## config.mk

```make
export PLATFORM = sky130hd
export DESIGN_NAME = store_buffer
export DESIGN_NICKNAME = d
export VERILOG_FILES = /design/src/rtl/store_buffer.sv
export SDC_FILE = /design/constraint.sdc
export NUM_CORES = 1
export LEC_CHECK = 0
export BUFFER_PORTS_ARGS = -buffer_cell sky130_fd_sc_hd__buf_2
export CAP_MARGIN = 30
export CELL_PAD_IN_SITES_DETAIL_PLACEMENT = 0
export CELL_PAD_IN_SITES_GLOBAL_PLACEMENT = 1
export CORE_MARGIN = 5
export CORE_UTILIZATION = 49
export CTS_CLUSTER_SIZE = 40
export DETAILED_ROUTE_END_ITERATION = 10
export PLACE_DENSITY = 0.81
export SLEW_MARGIN = 10
export SYNTH_ARGS = -nofsm -noshare
export SYNTH_HDL_FRONTEND = slang
export SYNTH_SLANG_ARGS = --single-unit
```

## constraint.sdc

```tcl
create_clock -name clk -period 4.3 [get_ports clk]
set_input_delay 0.86 -clock clk [delete_from_list [all_inputs] [get_ports clk]]
set_output_delay 0.86 -clock clk [all_outputs]
set_load 0.02 [all_outputs]
```

## src/rtl/store_buffer.sv

```systemverilog
// Posted-write buffer in front of the data memory. Queues word stores in a
// DEPTH-entry FIFO, drains one per cycle to dm, and forwards buffered data to loads.
module store_buffer #(
  parameter int DEPTH = 4,
  parameter int AW    = 10
) (
  input  logic                     clk,
  input  logic                     reset,
  input  logic                     st_valid,
  output logic                     st_ready,
  input  logic [31:0]              st_pc,
  input  logic [AW-1:0]            st_addr,
  input  logic [31:0]              st_data,
  input  logic                     drain_en,
  input  logic [AW-1:0]            ld_addr,
  output logic                     ld_hit,
  output logic [31:0]              ld_data,
  output logic                     MemWrite,
  output logic [31:0]              pc,
  output logic [AW-1:0]            addr,
  output logic [31:0]              din,
  output logic [$clog2(DEPTH):0]   count,
  output logic                     empty
);

  localparam int PW = $clog2(DEPTH);
  localparam int CW = PW + 1;

  typedef struct packed {
    logic [31:0]   pc;
    logic [AW-1:0] addr;
    logic [31:0]   data;
  } ent_t;

  ent_t          mem [DEPTH];
  logic [PW-1:0] wr_ptr, rd_ptr;
  logic          push, pop;
  logic [DEPTH-1:0] match;

  assign st_ready = (count != CW'(DEPTH));
  assign push     = st_valid && st_ready;
  assign pop      = drain_en && (count != '0);
  assign empty    = (count == '0) && !MemWrite;

  // Entry payload needs no reset; occupancy is tracked by count alone.
  always_ff @(posedge clk) begin
    if (push) mem[wr_ptr] <= '{pc: st_pc, addr: st_addr, data: st_data};
  end

  always_ff @(posedge clk) begin
    if (!reset) begin
      wr_ptr   <= '0;
      rd_ptr   <= '0;
      count    <= '0;
      MemWrite <= 1'b0;
      pc       <= '0;
      addr     <= '0;
      din      <= '0;
    end else begin
      if (push) wr_ptr <= wr_ptr + 1'b1;
      if (pop) begin
        MemWrite <= 1'b1;
        pc       <= mem[rd_ptr].pc;
        addr     <= mem[rd_ptr].addr;
        din      <= mem[rd_ptr].data;
        rd_ptr   <= rd_ptr + 1'b1;
      end else begin
        MemWrite <= 1'b0;
      end
      case ({push, pop})
        2'b10:   count <= count + 1'b1;
        2'b01:   count <= count - 1'b1;
        default: ;
      endcase
    end
  end

  // match[g]: the g-th oldest live entry holds ld_addr
  genvar g;
  generate
    for (g = 0; g < DEPTH; g++) begin : g_match
      assign match[g] = (CW'(g) < count) && (mem[rd_ptr + PW'(g)].addr == ld_addr);
    end
  endgenerate

  // Walk oldest to youngest so the youngest matching store wins.
  always_comb begin
    ld_hit  = 1'b0;
    ld_data = '0;
    if (MemWrite && addr == ld_addr) begin
      ld_hit  = 1'b1;
      ld_data = din;
    end
    for (int i = 0; i < DEPTH; i++) begin
      if (match[i]) begin
        ld_hit  = 1'b1;
        ld_data = mem[rd_ptr + PW'(i)].data;
      end
    end
  end

endmodule

```

# After elaboration in Yosys (flattened, before gate mapping)
# Memories as Yosys holds them, arrays and structs flattened. A register that Yosys moved wholly into a read port is not among the register bits.
# Index checks and enable logic that the tools add are counted.
totals:
  register_bits: 82
  ram_bits: 296
  inputBits: 88
  output_inout_bits: 113
  elab_cells: 54
  memories: 1
op_classes:
  n_addsub: 6
  order_cmp: 4
  eq_ne: 8
  mux: 16
  reduce_logical: 12
mem_list:
  columns: ["name", "depth", "width", "read_ports", "rd_ports_with_merged_regs", "write_ports", "line_no", "source"]
  rows:
  - ["mem", 4, 74, 4, 1, 1, "35", "ent_t mem [DEPTH];"]
ops:
  columns: ["operator", "n"]
  rows:
  - ["32-bit two-way mux", 5]
  - ["10-bit == test", 5]
  - ["1-bit logical AND", 8]
  - ["1-bit two-way mux", 8]
  - ["1-bit by 3-bit < comparator with 1-bit output, first input constant", 2]
  - ["2-bit by 3-bit < comparator with 1-bit output, first input constant", 2]
  - ["3-bit case mux with 2 select lines", 1]
  - ["2-bit by 1-bit adder with 2-bit output, second input constant", 2]
  - ["2-bit adder, second input constant", 2]
  - ["2-bit two-way mux", 2]
  - ["3-bit by 1-bit adder with 3-bit output, second input constant", 1]
  - ["3-bit zero test", 1]
  - ["3-bit != test, second input constant", 1]
  - ["3-bit nonzero test", 1]
  - ["3-bit by 1-bit subtractor with 3-bit output, second input constant", 1]
  - ["2-bit by 1-bit == test with 1-bit output, second input constant", 1]
  - ["2-bit == test, second input constant", 1]
  - ["2-bit nonzero test", 1]
  - ["1-bit zero test", 1]

# Longest topological paths before layout
depth:
  depth_word: 7
  mapped_depth: 13
  mapped_depth_nobuf: 9

# Least setup slack after synthesis
# No wires, ideal clock.
synth_path:
  path_type: "in2out"
  start: "input ld_addr[9]"
  end: "output ld_data[0]"
  arrival_time_ps: 3552
  required_time_ps: 3440
  path_slack_ps: -112
  path_stages: 10
  path_buffers: 3
  cell_sequence: "clkbuf_1 -> o31ai_1 -> a221o_1 -> or4_1 -> buf_2 -> o21a_4 -> nor2b_4 -> buf_6 -> o21a_1 -> a2111oi_1"
synth_via:
  elab_chain_len: 7
  elab_cells_between_ends: 15
  cone_classes: "eq/ne (5); mux (5); reduce/logical (5)"
synth_rtl:
  columns: ["element", "line_no", "source"]
  rows:
  - ["start, declared", "15", "input logic [AW-1:0] ld_addr,"]
  - ["10-bit == test", "90", "if (MemWrite && addr == ld_addr) begin"]
  - ["1-bit logical AND", "90", null]
  - ["32-bit two-way mux", "90", null]
  - ["32-bit two-way mux (3 in series)", "95", "if (match[i]) begin"]
  - ["32-bit two-way mux *", "95", null]
  - ["end, declared", "17", "output logic [31:0] ld_data,"]
# Mark *: on every way between the ends. The rest lies on a longest branch, timed or not.

# Worst setup path after layout
layout_path:
  start: "register rd_ptr[0]"
  end: "output ld_data[9]"
layout_via:
  elab_chain_len: 7
  elab_cells_between_ends: 13
  cone_classes: "add/sub (3); eq/ne (3); mux (3); reduce/logical (3); memory (1)"
layout_rtl:
  columns: ["element", "line_no", "source"]
  rows:
  - ["start, declared", "36", "logic [PW-1:0] wr_ptr, rd_ptr;"]
  - ["start signal, assigned", "66", "rd_ptr <= rd_ptr + 1'b1;"]
  - ["2-bit by 1-bit adder with 2-bit output", "82, 97", null]
  - ["memory 4 x 74 bit *", null, null]
  - ["10-bit == test", "82", "assign match[g] = (CW'(g) < count) && (mem[rd_ptr + PW'(g)].addr == ld_addr);"]
  - ["1-bit logical AND", "82", null]
  - ["32-bit two-way mux (2 in series)", "95", null]
  - ["32-bit two-way mux *", "95", null]
# Marks and branches as above.

==> metrics <==
initial antenna violation count=7; Setup crit start=rd_ptr[0]; Finished Core Util=0.6069; distinct cell type count after synthesis=63; worst hold stages=2; sw frac=0.3260; # nets final=1,663; Die X=204.8 um; die area=0.04194 mm^2; peak supply drop=0.0004420 V; Synth Register Bits=380; Ys Warns=0; CP Capture Type=output port; RSZ-0062 raised after global routing=true; Net Sw Power=3.953 mW; Routed Antenna Nets=0; # setup viols final=31; most common flop cell mapped by yosys=edfxtp_1; Seq pwr share=0.389; Starting DRT DRC Count=between 800 and 900; gr ovfl total=0; H-tree levels=2; Clock Sinks=380; largest net degree at the start of global routing=84; Slew @ Worst Pin=1.000 ns; Adder-Cell Fraction of Synth Area=0.006057; Max Cap Violations=0; Rel. slew slack=0.3332; final setup margin=-0.2579 ns; boundary pin count=201; multiplexer share of the synthesized area=0.1841; WS Path Type=flop to output port; clock share of power=0.282; final max-slew violation count=0; failing checks=setup timing; Post-Syn Nets=between 1,000 and 1,500; most frequent CP cell=buf_4; via count=12,412; P_int=8.173 mW; post-route insts no fill=around 2,100; Tcrit/Tclk final=1.060; Hold Violations, Final=0; RePlAce Congestion=0.8423; Worst Path Max Fanout=7; fmax=219.4 MHz; clk_skew=0.01012 ns; HP Class=flop to flop; Avg Cell Area, Syn=~14 um^2; # rows=between 70 and 80; Max clock buf depth=3; cell area after synthesis=0.01859 mm^2; pwr dens=531.7 mW/mm^2; register area=~0.011 mm^2; R2R Setup Slk=1.00 ns; Total GRT Usage=0.2361; clk_lat worst skew=~0.55 ns; Filler cells=2,917; CTS root buffer=clkbuf_16; R2R Path Start=count[1]; DRC errors left=0; Worst EP arrival=3.70 ns; cell total after placement=about 2,000; power share of the combinational group=0.329; XOR/XNOR Fraction of Synth Area=0.02591; share of layout cells above drive strength 1=0.3579; asr flop ratio synth=0; core footprint=0.03758 mm^2; Pre-antenna DRT Iters=5; DIE HEIGHT=204.8 um; Initial Util=0.4948; hpwl dp=29.34 mm; vias in the first global route=12,718; Cells after Synth=roughly 1,300; CP Cell Sequence=buf_8 -> buf_4 -> mux4_2 -> xnor2_2 -> o2111a_1 -> nand4_1 -> nor4b_4 -> buf_6 -> o21ai_2 -> buf_4 -> nor3b_1 -> a2111oi_2 -> buf_2; post-synthesis sequential area ratio=0.5685; status=finished, violations left; wire per inst=23.67 um; area share of and/or/nand/nor cells after synthesis=0.09441; CTS Hold Bufs=0; Crit path largest cell delay=0.52 ns; Static Leak=7.833 nW; first-pass GRT wire length=around 76 mm; Slowest-stage cell, CP=mux4_2; CP required=3.44 ns; Post-synth EDFFs=296; total power=12.13 mW; min Tclk post-route=4.558 ns; Area growth syn-to-layout=22.65%; IO Port Bufs=200; Vias/cell=5.871; Hold EP=pc[6]; clk slew on worst S/H paths=about 0.060 ns; cts bufs inserted=slightly above 40; Post-Route WL=around 50 mm; hold wc startpoint=pc[6]; largest family of logic cells by synthesized area=multiplexers; R2R depth=9; Compound-Gate Fraction of Synth Area=0.09341; critical path launch point type=flop; footprint of the multi-input gates=0.008142 mm^2; TritonCTS clock tree=yes; reg2reg end=count[2]
==> cell families after synthesis <==
family | after synthesis
mux | 194
compound gates | 217
flops | 380
xor+xnor | 55
simple gates | 360
buf+inv | 115
fa+ha+maj | 9
==> cells in the final DEF, fill, tap and decap left out, types with 5 or more instances in the layout <==
master     Yosys  layout
edfxtp_1     296     296
nand2_1      176     175
buf_2         18     171
mux4_2       118     118
a21boi_0      90      90
buf_4          1      90
dfxtp_1       84      80
mux2i_1       73      70
nor2_1        54      52
xnor2_1       49      47
clkbuf_16      0      44
nor2b_1       30      30
and2_1        21      21
o31ai_1       18      17
nand4b_1      15      15
o21a_1        15      15
buf_12         0      15
a32o_1        14      14
a21oi_2        0      13
nor3_2         0      12
buf_6          6      12
clkinv_1       1      11
a2111oi_4      1      10
a211oi_2       0       9
ha_1           9       9
clkbuf_1      67       9
inv_1          9       8
nand4_1        7       7
o21ai_0        9       7
a21oi_1       22       7
nor3b_1       15       7
clkinv_2       0       6
xor2_1         6       6
diode_2        0       5
or3_1          5       5
nor3b_4        0       5
a2111oi_2     11       5
==> Yosys cell counts (7+ instances only) <==
cell       instances  area [um^2]
nor2_1            54        202.7
dfxtp_1           84         1682
xnor2_1           49        429.2
buf_1             12        45.04
a21boi_0          90        675.7
a2111oi_2         11        165.2
mux2i_1           73        730.7
edfxtp_1         296         8889
nand4_1            7        43.79
a21oi_1           22        110.1
nand2_1          176        660.6
buf_2             18        90.09
clkbuf_1          67        251.5
ha_1               9        112.6
mux4_2           118         2658
nor2b_1           30        187.7
o21ai_0            9        45.04
nor3b_1           15        112.6
and2_1            21        131.4
o21a_1            15        112.6
nor3_1            16        80.08
nand4b_1          15        131.4
inv_1              9        33.78
a211oi_1          15        112.6
a32o_1            14        140.1
o31ai_1           18        135.1
==> registers in the layout, summed over array words and instances (netlist names), named ones only <==
register	cells
MemWrite	1
addr	10
count	3
din	32
mem	296
pc	32
rd_ptr	2
wr_ptr	2
==> worst max-delay path by stage <==
stage / to / slack [ns] / cells past startpoint
6_report: ld_data[9] / -0.26 / 13
5_1_grt: ld_data[9] / -0.39 / 13
4_1_cts: ld_data[29] / -0.26 / 10
3_5_place_dp: ld_data[2] / -0.09 / 9
3_3_place_gp: ld_data[2] / -0.06 / 9
2_1_floorplan: ld_data[20] / 0.008 / 9
==> metal layers <==
layer  vias to the layer above  GRT usage  wire (um)
met5                         -          0         64
met2                       377     0.4066      24760
li1                       5619          -          -
met1                      6326     0.3056      20600
met4                        12    0.04666        896
met3                        78    0.06237       3724
==> per-stage QoR <==
step	setup WS, ns	hold WS [ns]	setup TNS [ns]	cell area [um^2]
2_1_floorplan	0.008429	0.5408	0	18610
3_3_place_gp	-0.06427	0.4507	-0.1221	20490
3_5_place_dp	-0.09047	0.4575	-0.4529	20490
4_1_cts	-0.2605	0.4656	-5.993	22350
5_1_grt	-0.3926	0.4882	-10.31	22790
6_report	-0.2579	0.4600	-5.629	22800
==> power groups by stage <==
stage	Sequential (mW)	Clock, mW	Combinational [mW]
final	4.72	3.42	3.99
after detailed placement	4.83	0	3.79
after global placement	4.80	0	3.75
after CTS	4.71	3.48	3.97
after floorplan	4.95	0	2.52
after global routing	4.76	3.65	4.33
==> cell type report <==
class	instances	area share
antenna	5	0.0005487
tap	511	0.02804
multi-input combinational	840	0.3570
clock inverter	22	0.008559
clock buffer	53	0.04878
inverter	10	0.001701
sequential	380	0.4642
timing repair buffer	293	0.09119
==> what timing repair did <==
| action | CTS | global route |
|---|---|---|
| pin swaps | 8 | 21 |
| resized for setup | 78 | 65 |
| gates cloned | 5 | 3 |
| buffers inserted | 13 | 5 |
| endpoints found under the setup margin | 33 | 32 |
==> critical path: cells and delay by family (launching register included) <==
family,cells,cell delay (ns)
compound gates,3,0.46
xor+xnor,1,0.16
mux,1,0.52
simple gates,3,0.80
buf+inv,5,0.79
flops,1,0.41
No activity file was read; power rests on OpenSTA's default activity.
